`config.mk`:
```
export PLATFORM = sky130hd
export DESIGN_NAME = regfile_wb_arbiter_flat
export DESIGN_NICKNAME = d
export VERILOG_FILES = /design/src/rtl/regfile_wb_arbiter_pkg.sv /design/src/rtl/regfile_wb_arbiter_if.sv /design/src/rtl/regfile_wb_arbiter_scoreboard.sv /design/src/rtl/regfile_wb_arbiter.sv /design/src/flat_wrapper.sv
export SDC_FILE = /design/constraint.sdc
export NUM_CORES = 1
export LEC_CHECK = 0
export CAP_MARGIN = 5
export CORE_UTILIZATION = 45
export CTS_CLUSTER_DIAMETER = 150
export DETAILED_ROUTE_END_ITERATION = 10
export PLACE_DENSITY = 0.89
export SYNTH_ARGS = -nofsm -noshare
export SYNTH_HDL_FRONTEND = slang
export SYNTH_HIERARCHICAL = 1
export SYNTH_SLANG_ARGS = --single-unit
export TNS_END_PERCENT = 50
```
`constraint.sdc`:
```
create_clock -name clk -period 4.4 [get_ports clk]
set_input_delay 1.32 -clock clk [delete_from_list [all_inputs] [get_ports clk]]
set_output_delay 1.32 -clock clk [all_outputs]
set_load 0.05 [all_outputs]
```
`src/rtl/regfile_wb_arbiter_pkg.sv`:
```
// Package rf_ctrl_pkg: shared widths, types and helpers for the register
// file writeback arbiter slice.
//   XLEN : data width of a register
//   NREG : number of architectural registers (x0 hard-wired zero)
//   AW   : register address width
package rf_ctrl_pkg;

  localparam int unsigned XLEN = 32;
  localparam int unsigned NREG = 32;
  localparam int unsigned AW   = $clog2(NREG);

  typedef logic [AW-1:0]   regaddr_t;
  typedef logic [XLEN-1:0] word_t;

  typedef enum logic {
    REQ_ALU = 1'b0,
    REQ_LSU = 1'b1
  } req_e;

  localparam regaddr_t REG_ZERO = '0;

  function automatic req_e req_other(input req_e r);
    return (r == REQ_ALU) ? REQ_LSU : REQ_ALU;
  endfunction

endpackage

```
`src/rtl/regfile_wb_arbiter_if.sv`:
```
// Writeback bus between the two requesters (ALU, LSU), the arbiter and the
// register file write port.
//   alu_valid/alu_ready/alu_addr/alu_data : ALU writeback handshake
//   lsu_valid/lsu_ready/lsu_addr/lsu_data : LSU writeback handshake
//   rf_we/rf_waddr/rf_wdata               : register file write port
// Modports:
//   master : requester / register file side (drives valids, sees readies)
//   slave  : arbiter side
interface regfile_wb_arbiter_if;
  import rf_ctrl_pkg::*;

  logic     alu_valid;
  logic     alu_ready;
  regaddr_t alu_addr;
  word_t    alu_data;
  logic     lsu_valid;
  logic     lsu_ready;
  regaddr_t lsu_addr;
  word_t    lsu_data;
  logic     rf_we;
  regaddr_t rf_waddr;
  word_t    rf_wdata;

  modport master (
    output alu_valid, alu_addr, alu_data,
    output lsu_valid, lsu_addr, lsu_data,
    input  alu_ready, lsu_ready,
    input  rf_we, rf_waddr, rf_wdata
  );

  modport slave (
    input  alu_valid, alu_addr, alu_data,
    input  lsu_valid, lsu_addr, lsu_data,
    output alu_ready, lsu_ready,
    output rf_we, rf_waddr, rf_wdata
  );

endinterface

```
`src/rtl/regfile_wb_arbiter_scoreboard.sv`:
```
// rf_scoreboard: per-register busy bits for RAW hazard detection.
//   clk, rst_n           : clock, async active-low reset
//   set_en, set_addr     : a producer for set_addr was issued
//   clr_en, clr_addr     : the register file commits clr_addr this edge
//   chk_addr_1/2         : source registers to look up
//   chk_busy_1/2         : lookup results (combinational)
//   busy_vec             : full scoreboard, bit 0 always 0
module rf_scoreboard
  import rf_ctrl_pkg::*;
(
  input  logic            clk,
  input  logic            rst_n,
  input  logic            set_en,
  input  regaddr_t        set_addr,
  input  logic            clr_en,
  input  regaddr_t        clr_addr,
  input  regaddr_t        chk_addr_1,
  input  regaddr_t        chk_addr_2,
  output logic            chk_busy_1,
  output logic            chk_busy_2,
  output logic [NREG-1:0] busy_vec
);

  logic [NREG-1:0] busy_q;
  logic [NREG-1:0] busy_d;

  // Clear is applied before set so a newer producer issued on the commit
  // edge of an older one keeps the register busy.
  always_comb begin
    busy_d = busy_q;
    for (int unsigned i = 1; i < NREG; i++) begin
      if (clr_en && (clr_addr == regaddr_t'(i))) busy_d[i] = 1'b0;
      if (set_en && (set_addr == regaddr_t'(i))) busy_d[i] = 1'b1;
    end
    busy_d[0] = 1'b0;
  end

  always_ff @(posedge clk or negedge rst_n) begin
    if (!rst_n) busy_q <= '0;
    else        busy_q <= busy_d;
  end

  assign busy_vec   = busy_q;
  assign chk_busy_1 = busy_q[chk_addr_1];
  assign chk_busy_2 = busy_q[chk_addr_2];

endmodule

```
`src/rtl/regfile_wb_arbiter.sv`:
```
// regfile_wb_arbiter: shares the register file write port between the ALU
// and LSU writeback paths with round-robin arbitration, a one-cycle
// registered write stage and a busy scoreboard for RAW hazard checks.
//   clk, rst_n        : clock, async active-low reset
//   bus (slave)       : ALU/LSU writeback handshakes and rf write port
//   iss_valid/addr    : decode issuing a producer of iss_addr
//   chk_addr_1/2      : source registers to hazard-check
//   chk_busy_1/2      : outstanding producer on chk_addr_n
//   busy_vec          : full scoreboard
// Optional macro RF_WB_BYPASS_EN adds byp_hit_1/2 and byp_data_1/2, which
// forward the staged write to decode and mask chk_busy_n on a hit.
module regfile_wb_arbiter
  import rf_ctrl_pkg::*;
(
  input  logic                clk,
  input  logic                rst_n,
  regfile_wb_arbiter_if.slave bus,
  input  logic                iss_valid,
  input  regaddr_t            iss_addr,
  input  regaddr_t            chk_addr_1,
  input  regaddr_t            chk_addr_2,
  output logic                chk_busy_1,
  output logic                chk_busy_2,
`ifdef RF_WB_BYPASS_EN
  output logic                byp_hit_1,
  output logic                byp_hit_2,
  output word_t               byp_data_1,
  output word_t               byp_data_2,
`endif
  output logic [NREG-1:0]     busy_vec
);

  req_e     rr_q, rr_d, grant;
  logic     both, xfer;
  regaddr_t sel_addr;
  word_t    sel_data;
  logic     we_q;
  regaddr_t waddr_q;
  word_t    wdata_q;
  logic     raw_busy_1, raw_busy_2;

  always_comb begin
    both  = bus.alu_valid & bus.lsu_valid;
    xfer  = bus.alu_valid | bus.lsu_valid;
    grant = REQ_ALU;
    if (both)               grant = rr_q;
    else if (bus.lsu_valid) grant = REQ_LSU;
    rr_d = rr_q;
    if (both) rr_d = req_other(rr_q);
    sel_addr = (grant == REQ_LSU) ? bus.lsu_addr : bus.alu_addr;
    sel_data = (grant == REQ_LSU) ? bus.lsu_data : bus.alu_data;
  end

  assign bus.alu_ready = bus.alu_valid & (grant == REQ_ALU);
  assign bus.lsu_ready = bus.lsu_valid & (grant == REQ_LSU);

  always_ff @(posedge clk or negedge rst_n) begin
    if (!rst_n) rr_q <= REQ_ALU;
    else        rr_q <= rr_d;
  end

  // x0 writes are accepted by the handshake but never reach the port.
  always_ff @(posedge clk or negedge rst_n) begin
    if (!rst_n) begin
      we_q    <= 1'b0;
      waddr_q <= '0;
      wdata_q <= '0;
    end else begin
      we_q <= xfer & (sel_addr != REG_ZERO);
      if (xfer) begin
        waddr_q <= sel_addr;
        wdata_q <= sel_data;
      end
    end
  end

  assign bus.rf_we    = we_q;
  assign bus.rf_waddr = waddr_q;
  assign bus.rf_wdata = wdata_q;

  rf_scoreboard u_sb (
    .clk        (clk),
    .rst_n      (rst_n),
    .set_en     (iss_valid),
    .set_addr   (iss_addr),
    .clr_en     (we_q),
    .clr_addr   (waddr_q),
    .chk_addr_1 (chk_addr_1),
    .chk_addr_2 (chk_addr_2),
    .chk_busy_1 (raw_busy_1),
    .chk_busy_2 (raw_busy_2),
    .busy_vec   (busy_vec)
  );

`ifdef RF_WB_BYPASS_EN
  assign byp_hit_1  = we_q & (waddr_q == chk_addr_1) & (chk_addr_1 != REG_ZERO);
  assign byp_hit_2  = we_q & (waddr_q == chk_addr_2) & (chk_addr_2 != REG_ZERO);
  assign byp_data_1 = wdata_q;
  assign byp_data_2 = wdata_q;
  assign chk_busy_1 = raw_busy_1 & ~byp_hit_1;
  assign chk_busy_2 = raw_busy_2 & ~byp_hit_2;
`else
  assign chk_busy_1 = raw_busy_1;
  assign chk_busy_2 = raw_busy_2;
`endif

endmodule
```
`src/flat_wrapper.sv`:
```
// flat-port wrapper written by rule: the top's interface ports become plain ports
module regfile_wb_arbiter_flat import rf_ctrl_pkg::*;
  (clk, rst_n, iss_valid, iss_addr, chk_addr_1, chk_addr_2, chk_busy_1, chk_busy_2, busy_vec, bus_alu_valid, bus_alu_addr, bus_alu_data, bus_lsu_valid, bus_lsu_addr, bus_lsu_data, bus_alu_ready, bus_lsu_ready, bus_rf_we, bus_rf_waddr, bus_rf_wdata);
  regfile_wb_arbiter_if bus_i ();
  input  logic clk;
  input  logic rst_n;
  input  logic iss_valid;
  input  regaddr_t iss_addr;
  input  regaddr_t chk_addr_1;
  input  regaddr_t chk_addr_2;
  output logic chk_busy_1;
  output logic chk_busy_2;
  output logic [NREG-1:0] busy_vec;
  input wire logic [$bits(bus_i.alu_valid)-1:0] bus_alu_valid;
  input wire logic [$bits(bus_i.alu_addr)-1:0] bus_alu_addr;
  input wire logic [$bits(bus_i.alu_data)-1:0] bus_alu_data;
  input wire logic [$bits(bus_i.lsu_valid)-1:0] bus_lsu_valid;
  input wire logic [$bits(bus_i.lsu_addr)-1:0] bus_lsu_addr;
  input wire logic [$bits(bus_i.lsu_data)-1:0] bus_lsu_data;
  output wire logic [$bits(bus_i.alu_ready)-1:0] bus_alu_ready;
  output wire logic [$bits(bus_i.lsu_ready)-1:0] bus_lsu_ready;
  output wire logic [$bits(bus_i.rf_we)-1:0] bus_rf_we;
  output wire logic [$bits(bus_i.rf_waddr)-1:0] bus_rf_waddr;
  output wire logic [$bits(bus_i.rf_wdata)-1:0] bus_rf_wdata;
  assign bus_i.alu_valid = bus_alu_valid;
  assign bus_i.alu_addr = bus_alu_addr;
  assign bus_i.alu_data = bus_alu_data;
  assign bus_i.lsu_valid = bus_lsu_valid;
  assign bus_i.lsu_addr = bus_lsu_addr;
  assign bus_i.lsu_data = bus_lsu_data;
  assign bus_alu_ready = bus_i.alu_ready;
  assign bus_lsu_ready = bus_i.lsu_ready;
  assign bus_rf_we = bus_i.rf_we;
  assign bus_rf_waddr = bus_i.rf_waddr;
  assign bus_rf_wdata = bus_i.rf_wdata;
  regfile_wb_arbiter u_core (.clk(clk), .rst_n(rst_n), .bus(bus_i), .iss_valid(iss_valid), .iss_addr(iss_addr), .chk_addr_1(chk_addr_1), .chk_addr_2(chk_addr_2), .chk_busy_1(chk_busy_1), .chk_busy_2(chk_busy_2), .busy_vec(busy_vec));
endmodule
```
==> qor.csv, run 1 <==
metric,value,unit
clock root cell,clkbuf_8,
clock sink total,70,
ys flop type,dfrtp_1,
total power,3.64,mW
Worst setup SP type,primary input,
RSZ-0062 raised after global routing,no,
library cells used by synthesis,39,
sequential share of power,31.6,%
layout cells sized above 1,7.47,%
Clock Latency Late Sink,0.34,ns
"most common cell after layout, fill and taps aside",clkdlybuf4s50_1,
GPL Wtd Cong,0.944,
1st-iter DRT viols,393,
number of synthesis warnings,6,
CP Class,in2out,
vias in the first global route,3844,
HPWL after detailed placement,9060,µm
worst-path cell chain,"clkdlybuf4s50_1, mux2_2, a221oi_1, or4_1, nand4_1, buf_4",
die width,91.4,µm
Syn Area/Cell,9.54,µm²
core area,7730,µm²
vias per inst,5.83,
n_diodes,0,
Synth Register Bits,70,
Post-CTS Hold Buffers,0,
minimum clock period,4.30,ns
Logic pwr share,51.5,%
Final Hold Viols,0,
"Seq/Total Area, Yosys",48.7,%
hold path depth,2,
max-slew violation count,0,
Pwr Density,651,nW/µm²
status,finished clean,
Setup Skew,0.00742,ns
cell family with most CP delay,buffers and inverters,
Max transition margin,60.6,%
switch share,47.6,%
die area,8350,µm²
Synth Instances,377,
Switch Pwr,1.73,mW
initial antenna violation count,0,
die span in y,91.4,µm
CP max stage cell,clkdlybuf4s50_1,
CP arrival,2.98,ns
Post-Syn Nets,471,
Leak Pwr,2.32,nW
setup ws final,0.0976,ns
CTS tree,yes,
pin count of the biggest net entering global routing,49,
Worst-Margin Slew,0.591,ns
H-tree depth,3,
TritonRoute pass-1 iters,6,
most frequent cells in the layout,"clkdlybuf4s50_1, dfrtp_1, o21ai_0, a21oi_1, inv_1",
Worst Setup End Kind,primary output,
internal power,1.91,mW
final setup vio count,0,
Via Count,3795,
Rows,32,
MaxCap Viol Count,0,
DRC,0,
gr usage total,30.0,%
largest cells by area after synthesis,"dfrtp_1, o21ai_0, o22ai_1, a21oi_1, mux2i_1",
WP buf/inv,2,
clock power share,16.9,%
Boundary Pins,168,
Area Overhead vs Synth,55.1,%
Yosys top cell area share,48.7,%
total CTS buffers,9,
Clock transition at path regs,0.08,ns
Post-synth ARST share,100,%
Post-synth EDFFs,0,
reg2reg path depth,4,
Tcrit/Tclk final,97.8,%
HP Class,reg2reg,
first-pass GRT wire length,19300,µm
slowest cell delay on critical path,0.57,ns
drt wl/cell,18.3,µm
clock buffer depth,2,
nets,639,
WP data required,3.08,ns
grt total ovfl,0,
crit path max fanout,5,
Setup WS pre-CTS,-0.0382,ns
maximum vdd drop,0.328,mV
Starting Density,46.6,%
Worst path depth,6,
Synth area leader,dfrtp_1,
ANT nets after route,0,
aggregate routed wire length,11900,µm
Port Buf Inserts,166,
max frequency,232,MHz
post-synthesis cell area,3600,µm²
## flip-flops by register name (all words and copies together), names as in the netlist
| signal | cells |
|---|---|
| u_core/bus.rf_we | 1 |
| u_core/rr_q | 1 |
| u_core/bus.rf_waddr | 5 |
| u_core/u_sb/busy_vec | 31 |
| u_core/bus.rf_wdata | 32 |
## tightest hold or removal path: stages, from the launching register on
cell	delay (ns)
dfrtp_1	0.35
o22ai_1	0.06
a21oi_1	0.11
## Yosys cell counts, types with 8 or more instances
master / number
inv_1: 40
o21ai_0: 62
nand2_1: 10
a21oi_1: 41
nand2b_1: 10
mux2i_1: 17
nor2_1: 8
buf_2: 10
dfrtp_1: 70
nor2b_1: 8
nand3_1: 15
o22ai_1: 37
## through the flow
stage          utilization (%)  std cells  setup TNS (ns)  area [µm²]  hold slack, ns
4_1_cts                   72.2        651               0        5580           0.560
2_1_floorplan                -        377               0        3600           0.486
5_1_grt                   72.2        651               0        5580           0.583
6_report                  72.2        651               0        5580           0.560
3_5_place_dp              69.1        636         -0.0382        5340           0.535
3_3_place_gp              69.1        636               0        5340           0.508
## routing by layer
metal / share of wire, % / up-vias / track usage, %
met5: 0 / - / 0
met4: 2.4 / 0 / 11.0
met3: 11 / 27 / 8.96
met2: 49 / 259 / 50.4
met1: 37 / 1799 / 36.3
li1: - / 1710 / -
## what timing repair did
action,4_1_cts,5_1_grt
endpoints found under the hold margin,0,0
gates resized for setup,1,2
endpoints found under the setup margin,1,2
pin swaps,0,0
setup buffers,0,0
## power by group through the flow
stage                     clock, mW  combinational (mW)  sequential, mW
after floorplan                   0               0.444            1.80
after global placement            0                1.83            1.14
after detailed placement          0                1.87            1.15
after CTS                     0.623                1.87            1.14
after global routing          0.655                1.95            1.17
final                         0.613                1.87            1.15
## kinds of logic (layout without fill, tap and decap cells)
logic type	count (synthesis)	count (layout)	share of synthesized area [%]
AO/OA/AOI/OAI	152	152	23.4
XOR/XNOR	1	1	0.244
buffers and inverters	60	232	7.65
flip-flops	70	70	48.7
multiplexers	26	26	9.74
other	1	1	0.104
AND/OR/NAND/NOR	67	67	10.2
## layout make-up
type | count | area (µm²)
Multi-Input combinational cell | 247 | 1570
Fill cell | 541 | 2150
Clock buffer | 9 | 124
Sequential cell | 70 | 1750
Clock inverter | 6 | 111
Tap cell | 102 | 128
Inverter | 41 | 154
Timing Repair Buffer | 176 | 1740
## worst paths after layout
check / from / slack (ns) / endpoint
setup / recovery: chk_addr_1[1] / 0.1 / chk_busy_1
hold / removal: u_core/bus.rf_wdata[8] / 0.56 / u_core/bus.rf_wdata[8]
setup reg to reg: u_core/bus.rf_waddr[3] / 3.00 / u_core/u_sb/busy_vec[6]
hold reg to reg: u_core/bus.rf_wdata[8] / 0.56 / u_core/bus.rf_wdata[8]
max in group asynchronous: rst_n / 2.47 / u_core/u_sb/busy_vec[26]
min in group asynchronous: rst_n / 0.94 / u_core/u_sb/busy_vec[9]
No activity file was read; power rests on OpenSTA's default activity.
==> run 2, diff against run 1 <==
--- a/config.mk
+++ b/config.mk
@@ -6,10 +6,11 @@
 export NUM_CORES = 1
 export LEC_CHECK = 0
 export CAP_MARGIN = 5
-export CORE_UTILIZATION = 45
+export CORE_UTILIZATION = 55
 export CTS_CLUSTER_DIAMETER = 150
 export DETAILED_ROUTE_END_ITERATION = 10
-export PLACE_DENSITY = 0.89
+export DONT_BUFFER_PORTS = 1
+export PLACE_DENSITY = 0.72
 export SYNTH_ARGS = -nofsm -noshare
 export SYNTH_HDL_FRONTEND = slang
 export SYNTH_HIERARCHICAL = 1
==> run 2 against run 1 <==
  * Register-to-register slack lost 0.38 ns
  * Cell count shrank 30%
  * Clock skew is 0.0038 ns higher
  * Global-route usage is 1.9 points lower
  * Setup slack improved by 0.49 ns
  * Critical endpoint unchanged
  * Largest cell class unchanged
  * Highest routed layer unchanged
==> qor.csv, run 2 (synthesis gave the netlist of run 1 again) <==
metric,value,unit,change
drt wl/cell,20.5,µm,was 18.3 µm
worst-path cell chain,"mux4_1, mux2_2, nand3b_1, nand4_1, buf_4",,"was clkdlybuf4s50_1, mux2_2, a221oi_1, or4_1, nand4_1, buf_4"
CP max stage cell,mux4_1,,was clkdlybuf4s50_1
core area,6310,µm²,was 7730 µm²
Setup Skew,0.0112,ns,was 0.00742 ns
Setup TNS,0,ns,unchanged
clock buffer depth,2,,unchanged
nets,467,,was 639
Rows,29,,was 32
PostCTS Resize Cnt,0,,was 1
Worst setup SP type,primary input,,unchanged
CP arrival,2.49,ns,was 2.98 ns
Leak Pwr,1.61,nW,was 2.32 nW
Via Count,3039,,was 3795
CTS tree,yes,,unchanged
Worst Setup End Kind,primary output,,unchanged
most frequent cells in the layout,"dfrtp_1, o21ai_0, a21oi_1, inv_1, o22ai_1",,"was clkdlybuf4s50_1, dfrtp_1, o21ai_0, a21oi_1, inv_1"
max-slew violation count,0,,unchanged
Finished Layout Cells,455,,was 651
initial antenna violation count,0,,unchanged
RSZ-0062 raised after global routing,no,,unchanged
Pwr Density,779,nW/µm²,was 651 nW/µm²
crit path max fanout,7,,was 5
cell total after placement,439,,was 636
final setup vio count,0,,unchanged
1st-iter DRT viols,302,,was 393
Starting Density,57.0,%,was 46.6%
n_diodes,0,,unchanged
ANT nets after route,0,,unchanged
aggregate routed wire length,9340,µm,was 11900 µm
die width,82.9,µm,was 91.4 µm
clock root cell,clkbuf_8,,unchanged
max frequency,263,MHz,was 232 MHz
max FFs per register,32,,unchanged
maximum vdd drop,0.487,mV,was 0.328 mV
TritonRoute pass-1 iters,5,,was 6
Clock Latency Late Sink,0.34,ns,about the same
"setup slack, reg-to-reg",2.62,ns,was 3.00 ns
MaxCap Viol Count,0,,unchanged
Clock transition at path regs,0.07,ns,was 0.08 ns
HP Class,reg2reg,,unchanged
Hold Worst Slack,0.532,ns,was 0.560 ns
Boundary Pins,168,,unchanged
reg2reg path depth,4,,unchanged
minimum clock period,3.81,ns,was 4.30 ns
Post-CTS Hold Buffers,0,,unchanged
placed cell area,3610,µm²,was 5340 µm²
Setup WS pre-CTS,0.587,ns,was -0.0382 ns
GPL Wtd Cong,0.856,,was 0.944
Layout Utilization,60.6,%,was 72.2%
vias in the first global route,3007,,was 3844
layout cells sized above 1,7.67,%,was 7.47%
grt total ovfl,0,,unchanged
setup ws final,0.592,ns,was 0.0976 ns
Final Hold Viols,0,,unchanged
H-tree depth,3,,unchanged
"most common cell after layout, fill and taps aside",dfrtp_1,,was clkdlybuf4s50_1
WP data required,3.08,ns,about the same
total CTS buffers,9,,unchanged
die span in y,82.9,µm,was 91.4 µm
DRC,0,,unchanged
HPWL after detailed placement,6740,µm,was 9060 µm
Worst R2R End,u_core/u_sb/busy_vec[14],,was u_core/u_sb/busy_vec[6]
total power,2.98,mW,was 3.64 mW
slowest cell delay on critical path,0.52,ns,was 0.57 ns
pin count of the biggest net entering global routing,71,,was 49
Area Overhead vs Synth,6.43,%,was 55.1%
cell family with most CP delay,multiplexers,,was buffers and inverters
WP buf/inv,1,,was 2
status,finished clean,,unchanged
Hold EP,u_core/rr_q,,was u_core/bus.rf_wdata[8]
post-route cell area,3830,µm²,was 5580 µm²
Worst-Margin Slew,1.24,ns,was 0.591 ns
CP Class,in2out,,unchanged
post-CTS setup buffer count,0,,unchanged
first-pass GRT wire length,15200,µm,was 19300 µm
die area,6870,µm²,was 8350 µm²
reg2reg start,u_core/bus.rf_we,,was u_core/bus.rf_waddr[3]
Port Buf Inserts,0,,was 166
gr usage total,28.1,%,was 30.0%
vias per inst,6.68,,was 5.83
hold path depth,1,,was 2
clock sink total,70,,unchanged
Max transition margin,17.6,%,was 60.6%
Tcrit/Tclk final,86.6,%,was 97.8%
hold_sp,u_core/rr_q,,was u_core/bus.rf_wdata[8]
[run 2: cell types whose count changed in the layout (fill, tap and decap cells not counted), moves of 2 or more]
cell,previous run,this run
clkdlybuf4s50_1,158,0
buf_4,13,4
clkbuf_1,0,2
dlymetal6s2s_1,2,0
[run 2: worst max path at each step]
stage                  startpoint         end  slack, ns  depth (start not counted)
global placement    chk_addr_1[0]  chk_busy_1       0.61                          5
CTS                 chk_addr_1[0]  chk_busy_1       0.58                          5
finish              chk_addr_1[0]  chk_busy_1       0.59                          5
floorplan           chk_addr_1[0]  chk_busy_1       0.32                          5
detailed placement  chk_addr_1[0]  chk_busy_1       0.59                          5
global route        chk_addr_1[0]  chk_busy_1       0.54                          5
[run 2: per-layer routing]
| metal | up-vias | track usage [%] | wire length, µm |
|---|---|---|---|
| met2 | 182 | 45.8 | 4520 |
| met1 | 1471 | 34.5 | 3650 |
| met5 | - | 0 | 0 |
| met3 | 26 | 9.84 | 953 |
| li1 | 1360 | - | - |
| met4 | 0 | 11.0 | 221 |
[run 2: power breakdown]
group          internal, mW  leakage [nW]  total [mW]  switching (mW)
combinational         0.243         0.717       0.525           0.282
clock                 0.333         0.110       0.564           0.230
sequential            0.845         0.783        1.89            1.05
total                  1.42          1.61        2.98            1.56
[run 2: final cells by class]
| class | instances | area (µm²) |
|---|---|---|
| Timing Repair Buffer | 4 | 30.0 |
| Tap cell | 77 | 96.3 |
| Multi-Input combinational cell | 247 | 1580 |
| Sequential cell | 70 | 1750 |
| Clock buffer | 12 | 145 |
| Clock inverter | 4 | 70.1 |
| Inverter | 41 | 154 |
| Fill cell | 532 | 2480 |
[run 2: worst reg2reg max path, cell delays in order (launching register included)]
cell	delay, ns
dfrtp_1	0.72
nor2b_1	0.39
nand3_1	0.22
o21ai_0	0.23
o21ai_0	0.10
==> RTL change 1, RTL diff (config.mk and constraints of run 1) <==
Change the package constant `REG_ZERO` from '0 to 1.
--- a/src/rtl/regfile_wb_arbiter_pkg.sv
+++ b/src/rtl/regfile_wb_arbiter_pkg.sv
@@ -17,7 +17,7 @@
     REQ_LSU = 1'b1
   } req_e;
 
-  localparam regaddr_t REG_ZERO = '0;
+  localparam regaddr_t REG_ZERO = 1;
 
   function automatic req_e req_other(input req_e r);
     return (r == REQ_ALU) ? REQ_LSU : REQ_ALU;
Formal check against the unedited RTL: not equivalent (Yosys sat finds a counterexample within 4 cycles, from zero or initial values and one cycle with rst_n low).
==> RTL change 1 against run 1 <==
Final area shrank 0.43%; via count shrank 1.0%; highest routed layer unchanged; area after synthesis grew 1.5%; sequential cell count is the same; sequential share of layout area grew 0.13 points; power shrank 5.3%; routed wire length grew 1.8%; setup slack gained 0.11 ns.
==> RTL change 1: results (changes against run 1) <==
- Status: completed
- Sequential power share: 0.325 (+0.009)
- Syn_area_per_cell: 9.71 um2 (+1.8%)
- CTS clock-pin slew for the worst setup and hold paths: about 0.070 ns
- Final HPWL DP: 9250 um (+2.0%)
- Area after DPL: 5380 um2 (+0.73%)
- Clock network power share: 0.137 (-0.032)
- GRT Total Usage: 0.295 (-0.00456)
- Largest cells by area after synthesis: dfrtp_1 48%, o21ai_0 8.5%, a21oi_1 5.8%, o22ai_1 5.0%, mux2i_1 4.7%
- Crit-path slowest cell: clkdlybuf4s50_1
- Count of cell types in the netlist: 39 (unchanged)
- Largest net degree at the start of global routing: 39 (-20%)
- Pleak: 2.31 nW (-0.55%)
- Fin cells: 649 (-0.31%)
- CP Data Arrival Time: 2.87 ns (-0.11 ns)
- Worst slack at placement: -0.0469 ns (-0.00869 ns)
- Num CTS Buffers: 9 (unchanged)
- Tightest Pin Transition: 0.608 ns (+0.0166 ns)
- Sequential area share after synthesis: 0.480 (-0.00734)
- WL per Instance: 18.6 um (+2.1%)
- Syn Nets: 470 (-0.21%)
- First-pass GRT wire length: 19200 um (-0.75%)
- Routability congestion estimate: 0.972 (+2.9%)
- Internal: 0.00176 W (-7.4%)
- Clock skew: 0.00339 ns (-0.00403 ns)
- Fin nets: 638 (-0.16%)
- Peak VDD IR: 0.000281 V (-14%)
- Critical-path maximum fanout: 4 (-1)
- Synth top cells by count: 70 x dfrtp_1, 62 x o21ai_0, 42 x a21oi_1
- Power, Total: 0.00344 W (-5.3%)
- Layout cells sized above 1: 0.0841 (+0.00941)
- Drt initial violations: 398 (+1.3%)
RTL change 1: timing repair:
action	CTS	global route
pin swaps	0	0
cloned	0	0
endpoints found under the setup margin	2	2
gates resized for setup	2	2
RTL change 1: final timing paths:
kind	cells past startpoint	start	slack, ns	end
worst max-delay path	7	chk_addr_1[2]	0.21	chk_busy_1
worst min-delay path	1	u_core/rr_q	0.51	u_core/rr_q
worst max register to register	4	u_core/bus.rf_waddr[4]	3.00	u_core/u_sb/busy_vec[13]
worst min register to register	1	u_core/rr_q	0.51	u_core/rr_q
max in group asynchronous	2	rst_n	2.67	u_core/bus.rf_waddr[3]
min in group asynchronous	1	rst_n	0.94	u_core/u_sb/busy_vec[13]
RTL change 1: stage by stage:
step           TNS (ns)  hold WS (ns)
4_1_cts               0         0.512
6_report              0         0.512
3_3_place_gp   -0.00710         0.485
2_1_floorplan         0         0.467
3_5_place_dp    -0.0633         0.500
5_1_grt               0         0.557
RTL change 1: metal layers:
metal,part of all wire,GRT usage,vias to the layer above
li1,-,-,1693
met1,0.38,0.359,1779
met2,0.49,0.504,254
met3,0.10,0.0813,31
met4,0.022,0.0990,0
met5,0,0,-
RTL change 1: cell type report:
cell class	instances	area [um2]
Tap cell	102	128
Inverter	41	154
Multi-Input combinational cell	246	1610
Clock inverter	1	5.00
Clock buffer	13	169
Timing Repair Buffer	176	1740
Fill cell	572	2250
Sequential cell	70	1750
RTL change 1: cell families (layout without fill, tap and decap cells):
logic type	Yosys count	after routing	synth area share
other cells	1	1	0.00103
flops	70	70	0.480
compound gates	152	152	0.244
xor+xnor	1	1	0.00240
simple gates	67	67	0.100
mux	25	25	0.0928
buf+inv	60	231	0.0798
==> RTL change 2, RTL diff (flow settings as in run 1) <==
Without the edit above. Make the reset (`rst_n`) synchronous in 3 clocked blocks. Comments in the files are not updated.
--- a/src/rtl/regfile_wb_arbiter_scoreboard.sv
+++ b/src/rtl/regfile_wb_arbiter_scoreboard.sv
@@ -35,7 +35,7 @@
     busy_d[0] = 1'b0;
   end
 
-  always_ff @(posedge clk or negedge rst_n) begin
+  always_ff @(posedge clk) begin
     if (!rst_n) busy_q <= '0;
     else        busy_q <= busy_d;
   end
--- a/src/rtl/regfile_wb_arbiter.sv
+++ b/src/rtl/regfile_wb_arbiter.sv
@@ -54,13 +54,13 @@
   assign bus.alu_ready = bus.alu_valid & (grant == REQ_ALU);
   assign bus.lsu_ready = bus.lsu_valid & (grant == REQ_LSU);
 
-  always_ff @(posedge clk or negedge rst_n) begin
+  always_ff @(posedge clk) begin
     if (!rst_n) rr_q <= REQ_ALU;
     else        rr_q <= rr_d;
   end
 
   // x0 writes are accepted by the handshake but never reach the port.
-  always_ff @(posedge clk or negedge rst_n) begin
+  always_ff @(posedge clk) begin
     if (!rst_n) begin
       we_q    <= 1'b0;
       waddr_q <= '0;
Behaviour: differs if rst_n is asserted again (counterexample within 4 cycles, from zero or initial values and one cycle with rst_n low); with rst_n held inactive, the same outputs for 10 cycles.
==> RTL change 2 against run 1 <==
Critical path type unchanged; fmax shrank 0.32%; routed wire length rose by 1.3%; setup slack got worse by 0.014 ns; global-route usage is 0.47 points lower; final area down 0.67%; area after synthesis is 0.42% lower; sequential cell count stayed put; critical endpoint is now chk_busy_2.
Power is not compared: it rests on default switching activity, and its combinational part moved more than twofold at a synthesized area within 25%.
==> RTL change 2: results (changes against run 1) <==
- Metal2 WL: 6240 um (+6.1%)
- GR Util met1: 0.308 (-0.0553)
- Met2 usage: 0.559 (+0.0550)
- Peak VDD IR: ~0.00019 V
- Clock buffer depth: 2 (unchanged)
- Sequential area share after synthesis: 0.391 (-0.0958)
- DR pass1 iterations: 6 (unchanged)
- Tightest Pin Transition: 0.656 ns (+0.0646 ns)
- CTS clock-pin slew for the worst setup and hold paths: roughly 0.070 ns
- Drt initial violations: 455 (+16%)
- GRT met3 Usage: 0.0779 (-0.0117)
- Number of clock sinks: 70 (unchanged)
- Max_cap viols: 0 (unchanged)
- FILL cells: 563 (+4.1%)
- CTS root buffer: clkbuf_8
- Number of post-CTS setup repair buffers: 0 (unchanged)
- Yosys warns: 6 (unchanged)
- Async set-or-reset flop fraction in the synthesized netlist: 0 (-1.00)
- Count of cell types in the netlist: 37 (-5.1%)
- Syn_area_per_cell: 8.65 um2 (-9.3%)
- WL per Instance: 17.6 um (-3.5%)
- Num CTS Buffers: 9 (unchanged)
- Largest cells by area after synthesis: dfxtp_1 39%, mux2i_1 15%, nand2_1 7.3%, o21ai_0 6.7%, a21boi_0 6.7%
- Largest net degree at the start of global routing: 38 (-22%)
- Antenna Cells: 0 (unchanged)
- DRT met1 WL: 4410 um (-0.14%)
- Synth Area in Adders: 0 (unchanged)
- Post-synthesis mux area share: 0.192 (+0.0944)
- Top routing layer in use: met4
- Layout cells sized above 1: 0.0654 (-0.00928)
- Routability congestion estimate: 0.976 (+3.4%)
- Clk_lat worst skew: 0.34 ns (about the same)
- Number of global-route vias before repair: 3832 (-0.31%)
- Antenna violations before repair: 0 (unchanged)
- Met3 WL post-DR: 1020 um (-22%)
- # port buffers: 166 (unchanged)
- Htree depth: 3 (unchanged)
- CP Data Arrival Time: 3.00 ns (+0.02 ns)
- Post-CTS sizing: 0 (-1)
- Fin cells: 683 (+4.9%)
- First-pass GRT wire length: 18900 um (-2.6%)
- XOR/XNOR share of the synthesized area: 0.00244 (+0.0000102)
- Status: completed
- Synth top cells by count: 70 x dfxtp_1, 70 x nand2_1, 54 x mux2i_1
- GRT Total Usage: 0.295 (-0.00468)
- Flip-flop count of the largest register after layout: 32 (unchanged)
- Pleak: roughly 2.2 nW
- Syn Nets: 508 (+7.9%)
- Hold Crit Class: reg2reg
- Final HPWL DP: 9340 um (+3.1%)
- Clock skew: 0.00934 ns (+0.00192 ns)
- Complex-gate fraction of the synthesized area: 0.201 (-0.0332)
- Critical-path maximum fanout: 4 (-1)
- Vias: 3859 (+1.7%)
- Placed cell count: 667 (+4.9%)
- Post-synth top flop: dfxtp_1
[RTL change 2: changes by cell type in the layout (fill, tap and decap cells not counted), sizes merged, moves of 6 or more]
cell / delta
dfxtp: +70
nand3: +6
a21boi: +31
a21oi: -35
mux2i: +37
o22ai: -37
inv: -37
nand2: +60
dfrtp: -70
o21ai: +7
[RTL change 2: final cells by class]
cell class                      count  area [um2]  share of cell area
Sequential cell                    70        1400               0.253
Multi-Input combinational cell    316        2050               0.370
Clock inverter                      4        70.1              0.0126
Inverter                            4        15.0             0.00271
Timing Repair Buffer              175        1730               0.313
Tap cell                          102         128              0.0230
Clock buffer                       12         145              0.0262
[RTL change 2: where the power goes]
group          switching, W  internal (W)  leakage, nW
clock network      0.000233      0.000333        0.110
logic              0.000250      0.000190         1.47
registers         0.0000272      0.000666        0.574
total              0.000510       0.00119         2.15
[RTL change 2: per-stage QoR]
step                 util  hold slack, ns  worst slack, ns  total power, W  cell area, um2
detailed placement  0.689           0.446           0.0238         0.00115            5330
CTS                 0.717           0.452           0.0195         0.00171            5540
global route        0.717           0.478           0.0138         0.00176            5540
finish              0.717           0.451           0.0840         0.00170            5540
floorplan               -           0.591            0.326        0.000951            3580
global placement    0.689           0.435           0.0592         0.00114            5330
[RTL change 2: final timing paths]
check,startpoint,end,slack (ns),depth (start not counted)
worst min-delay path,u_core/bus.rf_wdata[10],u_core/bus.rf_wdata[10],0.45,2
worst min register to register,u_core/bus.rf_wdata[10],u_core/bus.rf_wdata[10],0.45,2
worst max register to register,u_core/rr_q,u_core/bus.rf_we,2.72,4
worst max-delay path,chk_addr_2[0],chk_busy_2,0.08,6
[RTL change 2: critical path, cell delays in order]
cell,delay [ns]
clkdlybuf4s50_1,0.59
mux4_2,0.52
nand2b_1,0.15
o2111ai_1,0.11
nand4_1,0.10
buf_4,0.20
